<file path="src/rtl/lgate_tester_if.sv">
// lgate_tester_if -- bundle of the tester's control/status and gate-bank signals.
//   start      : request a test run (sampled only while idle)
//   y_in[6:0]  : gate-bank response {NOT a, XNOR, NOR, NAND, OR, XOR, AND}
//   a_out/b_out: registered stimulus to the gate bank
//   busy, done : run in progress / one-cycle end-of-run pulse
//   pass, err_mask[6:0], fail_count[2:0] : results of the last run
// master = the tester itself, slave = whoever drives start/y_in and reads results.
interface lgate_tester_if;
    logic       start;
    logic [6:0] y_in;
    logic       a_out;
    logic       b_out;
    logic       busy;
    logic       done;
    logic       pass;
    logic [6:0] err_mask;
    logic [2:0] fail_count;

    modport master (
        input  start, y_in,
        output a_out, b_out, busy, done, pass, err_mask, fail_count
    );

    modport slave (
        output start, y_in,
        input  a_out, b_out, busy, done, pass, err_mask, fail_count
    );
endinterface

</file>
<file path="src/rtl/lgate_tester.sv">
// lgate_tester -- exhaustive two-input logic-gate bank tester.
// Applies the four vectors {a,b} = 00,01,10,11, waits SETTLE cycles after each,
// then compares the 7-bit gate response with the ideal response and accumulates
// an error mask and a count of failing vectors.
// Ports:
//   clk : rising-edge clock
//   rst : synchronous active-high reset
//   bus : lgate_tester_if.master (start, y_in in; a_out, b_out, busy, done,
//         pass, err_mask, fail_count out -- all outputs registered)
// Parameter SETTLE: wait cycles per vector, legal range 1..15.
module lgate_tester #(
    parameter int unsigned SETTLE = 2
) (
    input  logic           clk,
    input  logic           rst,
    lgate_tester_if.master bus
);

    typedef enum logic [1:0] {
        ST_IDLE   = 2'd0,
        ST_SETTLE = 2'd1,
        ST_CHECK  = 2'd2,
        ST_DONE   = 2'd3
    } state_t;

    localparam logic [3:0] SETTLE_LAST = 4'(SETTLE - 1);

    // Ideal gate-bank response for inputs a, b (bit 6..0).
    function automatic logic [6:0] expected_resp(input logic a, input logic b);
        return {~a, ~(a ^ b), ~(a | b), ~(a & b), a | b, a ^ b, a & b};
    endfunction

    state_t     state_q, state_d;
    logic [1:0] idx_q, idx_d;
    logic [3:0] cnt_q, cnt_d;
    logic       a_q, a_d;
    logic       b_q, b_d;
    logic       busy_q, busy_d;
    logic       done_q, done_d;
    logic       pass_q, pass_d;
    logic [6:0] err_q, err_d;
    logic [2:0] fcnt_q, fcnt_d;
    logic [6:0] diff_s;
    logic [1:0] idx_next_s;

    // Next-state and next-output computation.
    always_comb begin
        state_d    = state_q;
        idx_d      = idx_q;
        cnt_d      = cnt_q;
        a_d        = a_q;
        b_d        = b_q;
        pass_d     = pass_q;
        err_d      = err_q;
        fcnt_d     = fcnt_q;
        // a_out/b_out are the vector under test, so they give the expected value.
        diff_s     = bus.y_in ^ expected_resp(a_q, b_q);
        idx_next_s = idx_q + 2'd1;

        case (state_q)
            ST_IDLE: begin
                if (bus.start) begin
                    idx_d   = 2'd0;
                    a_d     = 1'b0;
                    b_d     = 1'b0;
                    err_d   = 7'd0;
                    fcnt_d  = 3'd0;
                    pass_d  = 1'b0;
                    cnt_d   = 4'd0;
                    state_d = ST_SETTLE;
                end else begin
                    state_d = ST_IDLE;
                end
            end
            ST_SETTLE: begin
                cnt_d = cnt_q + 4'd1;
                if (cnt_q == SETTLE_LAST) begin
                    state_d = ST_CHECK;
                end else begin
                    state_d = ST_SETTLE;
                end
            end
            ST_CHECK: begin
                err_d = err_q | diff_s;
                // At most four vectors per run, saturate anyway so it can never wrap.
                if ((diff_s != 7'd0) && (fcnt_q < 3'd4)) begin
                    fcnt_d = fcnt_q + 3'd1;
                end else begin
                    fcnt_d = fcnt_q;
                end
                if (idx_q != 2'd3) begin
                    idx_d   = idx_next_s;
                    a_d     = idx_next_s[1];
                    b_d     = idx_next_s[0];
                    cnt_d   = 4'd0;
                    state_d = ST_SETTLE;
                end else begin
                    // Pass uses the mask including the last vector's contribution.
                    pass_d  = (err_d == 7'd0);
                    state_d = ST_DONE;
                end
            end
            ST_DONE: begin
                state_d = ST_IDLE;
            end
            default: begin
                state_d = ST_IDLE;
            end
        endcase

        // busy/done are registered versions of the state being entered.
        busy_d = (state_d == ST_SETTLE) || (state_d == ST_CHECK);
        done_d = (state_d == ST_DONE);
    end

    // State and output registers with synchronous reset.
    always_ff @(posedge clk) begin
        if (rst) begin
            state_q <= ST_IDLE;
            idx_q   <= 2'd0;
            cnt_q   <= 4'd0;
            a_q     <= 1'b0;
            b_q     <= 1'b0;
            busy_q  <= 1'b0;
            done_q  <= 1'b0;
            pass_q  <= 1'b0;
            err_q   <= 7'd0;
            fcnt_q  <= 3'd0;
        end else begin
            state_q <= state_d;
            idx_q   <= idx_d;
            cnt_q   <= cnt_d;
            a_q     <= a_d;
            b_q     <= b_d;
            busy_q  <= busy_d;
            done_q  <= done_d;
            pass_q  <= pass_d;
            err_q   <= err_d;
            fcnt_q  <= fcnt_d;
        end
    end

    assign bus.a_out      = a_q;
    assign bus.b_out      = b_q;
    assign bus.busy       = busy_q;
    assign bus.done       = done_q;
    assign bus.pass       = pass_q;
    assign bus.err_mask   = err_q;
    assign bus.fail_count = fcnt_q;

endmodule

</file>
<file path="src/flat_wrapper.sv">
// flat-port wrapper written by rule: the top's interface ports become plain ports
module lgate_tester_flat 
#(
    parameter int unsigned SETTLE = 2
)
  (clk, rst, bus_start, bus_y_in, bus_a_out, bus_b_out, bus_busy, bus_done, bus_pass, bus_err_mask, bus_fail_count);
  lgate_tester_if bus_i ();
  input  logic clk;
  input  logic rst;
  input wire logic [$bits(bus_i.start)-1:0] bus_start;
  input wire logic [$bits(bus_i.y_in)-1:0] bus_y_in;
  output wire logic [$bits(bus_i.a_out)-1:0] bus_a_out;
  output wire logic [$bits(bus_i.b_out)-1:0] bus_b_out;
  output wire logic [$bits(bus_i.busy)-1:0] bus_busy;
  output wire logic [$bits(bus_i.done)-1:0] bus_done;
  output wire logic [$bits(bus_i.pass)-1:0] bus_pass;
  output wire logic [$bits(bus_i.err_mask)-1:0] bus_err_mask;
  output wire logic [$bits(bus_i.fail_count)-1:0] bus_fail_count;
  assign bus_i.start = bus_start;
  assign bus_i.y_in = bus_y_in;
  assign bus_a_out = bus_i.a_out;
  assign bus_b_out = bus_i.b_out;
  assign bus_busy = bus_i.busy;
  assign bus_done = bus_i.done;
  assign bus_pass = bus_i.pass;
  assign bus_err_mask = bus_i.err_mask;
  assign bus_fail_count = bus_i.fail_count;
  lgate_tester #(.SETTLE(SETTLE)) u_core (.clk(clk), .rst(rst), .bus(bus_i));
endmodule
</file>
<file path="config.mk">
export PLATFORM = sky130hd
export DESIGN_NAME = lgate_tester_flat
export DESIGN_NICKNAME = d
export VERILOG_FILES = /design/src/rtl/lgate_tester_if.sv /design/src/rtl/lgate_tester.sv /design/src/flat_wrapper.sv
export SDC_FILE = /design/constraint.sdc
export NUM_CORES = 1
export LEC_CHECK = 0
export ABC_CLOCK_PERIOD_IN_PS = 2300
export BUFFER_PORTS_ARGS = -buffer_cell sky130_fd_sc_hd__buf_2
export CORE_MARGIN = 8
export CORE_UTILIZATION = 52
export DETAILED_ROUTE_END_ITERATION = 8
export HOLD_SLACK_MARGIN = 0.05
export PLACE_DENSITY_LB_ADDON = 0.08
export REMOVE_ABC_BUFFERS = 1
export SKIP_LAST_GASP = 1
export SYNTH_ARGS = -nofsm -noshare
export SYNTH_HDL_FRONTEND = slang
export SYNTH_SLANG_ARGS = --single-unit
</file>
<file path="constraint.sdc">
create_clock -name clk -period 2.3 [get_ports clk]
set_input_delay 0 -clock clk [delete_from_list [all_inputs] [get_ports clk]]
set_output_delay 0 -clock clk [all_outputs]
set_load 0.01 [all_outputs]
</file>
---- After elaboration in Yosys (flattened, before gate mapping) ----
Index checks and enable logic that the tools add are counted.
cells by class
  reduce and logical (&&, ||, !) cells .... 12
  mux-type cells .......................... 22
  $add $sub $neg .......................... 3
  order comparisons ....................... 1
  bitwise logic cells ..................... 9
  equality and inequality tests ........... 12
operators with widths
  operator                                                               count
  7-bit case mux with 2 select lines                                     1
  4-bit case mux with 3 select lines                                     1
  3-bit AND reduction                                                    4
  2-bit equality test, second input constant                             4
  2-bit two-way mux                                                      4
  4-bit two-way mux                                                      2
  2-bit case mux with 4 select lines                                     1
  7-bit logical NOT                                                      1
  7-bit two-way mux                                                      1
  7-bit OR                                                               1
  7-bit nonzero test                                                     1
  7-bit bitwise XOR                                                      1
  3-bit two-way mux                                                      2
  2-bit != test, second input constant                                   3
  1-bit case mux with 2 select lines                                     3
  3-bit case mux with 2 select lines                                     1
  1-bit two-way mux                                                      5
  4-bit by 1-bit adder with 4-bit output, second input constant          1
  2-bit by 1-bit equality test with 1-bit output, second input constant  2
  4-bit by 1-bit equality test with 1-bit output, second input constant  1
  2-bit by 1-bit != test with 1-bit output, second input constant        2
  1-bit inverter                                                         4
  2-bit case mux with 2 select lines                                     1
  3-bit by 1-bit adder with 3-bit output, second input constant          1
  11 further kinds                                                       11
storage, ports and cells
  output and inout bits ................... 15
  word-level logic and storage cells ...... 69
  bits of input ports ..................... 10
  bits in registers ....................... 23

---- Logic depth before layout (Yosys ltp) ----
  depth after elaboration ................. 7
  depth in mapped cells ................... 7

---- Worst setup path before layout ----
OpenSTA, ideal clock, no wires.
  path kind ............................... flip-flop to flip-flop
  from .................................... register u_core.b_q (netlist: u_core.bus.b_out)
  to ...................................... register u_core.fcnt_q[0] (netlist: u_core.bus.fail_count[0])
  setup time .............................. 0.121 ns
  cell stages (with the launch flop) ...... 7
  setup slack ............................. 0.203 ns
  required time ........................... 2.179 ns
  data arrival time ....................... 1.975 ns
  cells stage by stage .................... dfxtp_1 > inv_1 > ha_1 > or3b_1 > a221oi_2 > a311oi_2 > mux2_4
on the way
  longest elaborated chain between the ends .. 7
  elaborated cells on any way between the ends .. 11
  classes of those cells .................. eq/ne (1); bitwise (7); reduce/logical (3)
RTL lines
  what                                                  line                 source
  from (decl)                                           lgate_tester.sv:37   logic b_q, b_d;
  from (signal assigned)                                lgate_tester.sv:123  b_q <= 1'b0;
  from (signal assigned)                                lgate_tester.sv:134  b_q <= b_d;
  1-bit AND, or another cell as far along               lgate_tester.sv:30   return {~a, ~(a ^ b), ~(a | b), ~(a & b), a | b, a ^ b, a & b};
  1-bit inverter                                        lgate_tester.sv:30
  7-bit bitwise XOR *                                   lgate_tester.sv:57   diff_s = bus.y_in ^ expected_resp(a_q, b_q);
  7-bit nonzero test *                                  lgate_tester.sv:86   if ((diff_s != 7'd0) && (fcnt_q < 3'd4)) begin
  1-bit logical AND *                                   lgate_tester.sv:86
  2-bit by 1-bit != test with 1-bit output (no line) *  n/a
  3-bit AND reduction (no line) *                       n/a
  to (signal assigned)                                  lgate_tester.sv:139  fcnt_q <= fcnt_d;
  to (decl)                                             lgate_tester.sv:42   logic [2:0] fcnt_q, fcnt_d;
Every way passes the cells marked *; elsewhere a longest branch is shown, timed or not.
A chain may end at the register's enable or synchronous reset.

---- Worst setup path after layout ----
Same ends and word-level chain as after synthesis.

==> flow_summary.json <==
{
  "crit_path_end_kind": "flop",
  "p_leak_nw": 0.5550,
  "hold_path.class": "in2reg",
  "dr_total_vias": 916,
  "io_buffers": 24,
  "synth-edff-count": 0,
  "p_comb_share_pct": 13.9,
  "overflow": 0,
  "root_buffer": "clkbuf_4",
  "cts_tree": "built",
  "status": "complete, no violations",
  "synth_adder_area_share_pct": 6.889,
  "ctsHtreeMaxLevel": 1,
  "firstDrtPassIters": 4,
  "switching_share_pct": 25.10,
  "required_ns": 2.50,
  "hpwl_mm": 1.857,
  "io_pins": 25,
  "rows": 16,
  "async_reset_ff_share_pct": 0,
  "grt_max_degree": 15,
  "finalSetupViolations": 0,
  "worst_hold_slack_ns": 0.08242,
  "fmax_mhz": 476.2,
  "switchingPower_uw": 162.2,
  "start_util_pct": 55.55,
  "remaining_drc_errors": 0,
  "post-route-period-util_pct": 91.31,
  "diodes": 0,
  "cpMaxStageDelayCell": "dfxtp_1",
  "dieArea_sq_um": 3817,
  "yosys_warnings": 0,
  "synth_area_per_cell_sq_um": 9.158,
  "cts_setup_buffers": 0,
  "critPathMaxStageDelay_ns": 0.43,
  "peakVddDrop_mv": 0.3803,
  "p_int_uw": 484.1,
  "arrival_ns": 2.30,
  "clk_pin_slew_ns": 0.11,
  "crit_fanout": 6,
  "maxCapViolations": 0,
  "dieHeight_um": 61.78,
  "synth.ff_latch_count": 21,
  "slew_violations": 0,
  "grt_usage_pct": 13.09,
  "synth-xor-area-share_pct": 7.233,
  "grt_pass1_wl_mm": 3.746,
  "drt-initial-drc-count": 14,
  "antenna_found_initial": 0,
  "min_period_ns": 2.100,
  "dp.cells": 169,
  "crit_chain": "inv_1 > ha_1 > or3b_1 > a221oi_2 > a311oi_2 > mux2_4",
  "cts_sinks": 21,
  "cts_max_path_buffers": 2,
  "start_kind": "flop",
  "synth_top_family_by_area": "simple AND/OR/NAND/NOR gates",
  "ys_seq_area_share_pct": 38.58,
  "grt_pass1_vias": 846,
  "totalWireLength_mm": 2.342,
  "syn_inst": 119,
  "power.density_nw_per_um2": 502.5,
  "synth.area.mux_share_pct": 2.296,
  "via_per_inst": 5.264,
  "core_sq_um": 1962,
  "skew_ns": 0.0006191,
  "stdcell_count": 174,
  "antenna_left": 0,
  "cts_buffers": 3,
  "clk_latency_ns": 0.30,
  "finalHoldViolCount": 0,
  "yosys_most_used_dff": "dfxtp_1",
  "path_class": "reg2reg",
  "syn2layout_area_growth_pct": 18.02,
  "die_x_um": 61.78,
  "synth_area_sq_um": 1090,
  "yosys.area_share.simple_pct": 22.39,
  "worst_slew_pin_slew_ns": 0.4425,
  "p_seq_share_pct": 59.2,
  "synth_cell_types": 37,
  "detail_route.wl_per_cell_um": 13.46,
  "synth_compound_area_share_pct": 18.03,
  "final_util_pct": 65.56,
  "maxSlewHeadroom_pct": 70.44,
  "p_clk_share_pct": 26.9,
  "nNetsFinal": 164,
  "setup_tns_ns": 0,
  "final_layout_size_suffix_gt1_share_pct": 26.53,
  "regToRegSetupSlack_ns": 0.20,
  "place_congestion": 0.7850,
  "rsz0062_at_grt": "false"
}
==> logic make-up after synthesis <==
group | after synthesis
mux | 2
flops | 21
compound gates | 27
xor+xnor | 9
fa+ha+maj | 6
buf+inv | 11
simple gates | 43
==> worst max-delay path, delay by kind of cell (launching register included) <==
kind	cells	cell delay [ns]
buf+inv	1	0.07
fa+ha+maj	1	0.31
compound gates	2	0.51
flops	1	0.43
simple gates	1	0.37
mux	1	0.32
==> worst paths after layout <==
check                                      start                        to  cells after the start
worst max register to register  u_core.bus.b_out  u_core.bus.fail_count[0]                      6
worst min-delay path                 bus_y_in[0]    u_core.bus.err_mask[0]                      4
worst min register to register   u_core.bus.pass           u_core.bus.pass                      2
worst max-delay path            u_core.bus.b_out  u_core.bus.fail_count[0]                      6
==> Yosys cell counts (2+ instances only) <==
cell      instances  area [sq um]
o21bai_1          2         15.01
nor3_1            4         20.02
xnor2_1           4         35.03
nand2b_1          5         31.28
nor3b_1           2         15.01
nor2b_1           7         43.79
nor4_1            2         12.51
nand3b_1          4         30.03
dfxtp_1          21         420.4
inv_1             5         18.77
xor2_1            5         43.79
ha_1              6         75.07
nor2_1           10         37.54
o21ai_0           4         20.02
a21oi_1           9         45.04
clkbuf_1          4         15.01
or3b_1            2         17.52
nand2_1           4         15.01
==> layout make-up <==
type,instances,area (sq um)
timing repair buffer,30,167.7
fill,188,675.6
multi-input combinational,87,619.3
clock buffer,4,26.28
tap,27,33.78
sequential,21,420.4
inverter,5,18.77
==> through the flow <==
step	setup slack (ns)	power [mW]	instance area [sq um]
after floorplan	0.2035	0.4453	1059
after global placement	0.2726	0.4768	1250
after detailed placement	0.2196	0.4800	1250
after CTS	0.2016	0.6546	1286
after global routing	0.1168	0.6823	1286
final	0.1999	0.6463	1286
==> metal layers <==
metal | global-route usage [%] | vias up | routed length, um
met1 | 14.15 | 422 | 963
met4 | 4.870 | 0 | 33
met5 | 0 | - | 0
met2 | 23.78 | 17 | 1211
met3 | 3.292 | 4 | 133
li1 | - | 473 | -
==> state kept, by name, summed over array words and instances, names as in the netlist <==
signal                 count
u_core.bus.b_out           1
u_core.bus.fail_count      3
u_core.bus.busy            1
u_core.bus.pass            1
u_core.bus.err_mask        7
u_core.state_q             2
u_core.cnt_q               4
u_core.bus.done            1
u_core.bus.a_out           1
==> power groups by stage <==
stage	registers [mW]	logic, mW	clock network [mW]
floorplan	0.391	0.0548	0
global placement	0.390	0.0865	0
detailed placement	0.391	0.0890	0
CTS	0.383	0.0908	0.181
global route	0.385	0.100	0.197
finish	0.383	0.0899	0.174
==> what timing repair did <==
action | in CTS | in global routing
hold endpoints to repair | 8 | 0
gates resized for setup | 0 | 0
hold buffers | 1 | 0
==> layout by cell type (no fill, tap or decap), types with 3 or more instances in the layout <==
master / netlist / layout
a21oi_1: 9 / 9
buf_2: 0 / 24
buf_4: 0 / 5
clkbuf_4: 0 / 3
dfxtp_1: 21 / 21
ha_1: 6 / 6
inv_1: 5 / 5
nand2_1: 4 / 4
nand2b_1: 5 / 5
nand3b_1: 4 / 4
nor2_1: 10 / 10
nor2b_1: 7 / 7
nor3_1: 4 / 4
o21ai_0: 4 / 4
xnor2_1: 4 / 4
xor2_1: 5 / 5
Note: power is estimated with default switching activity, not from simulation.
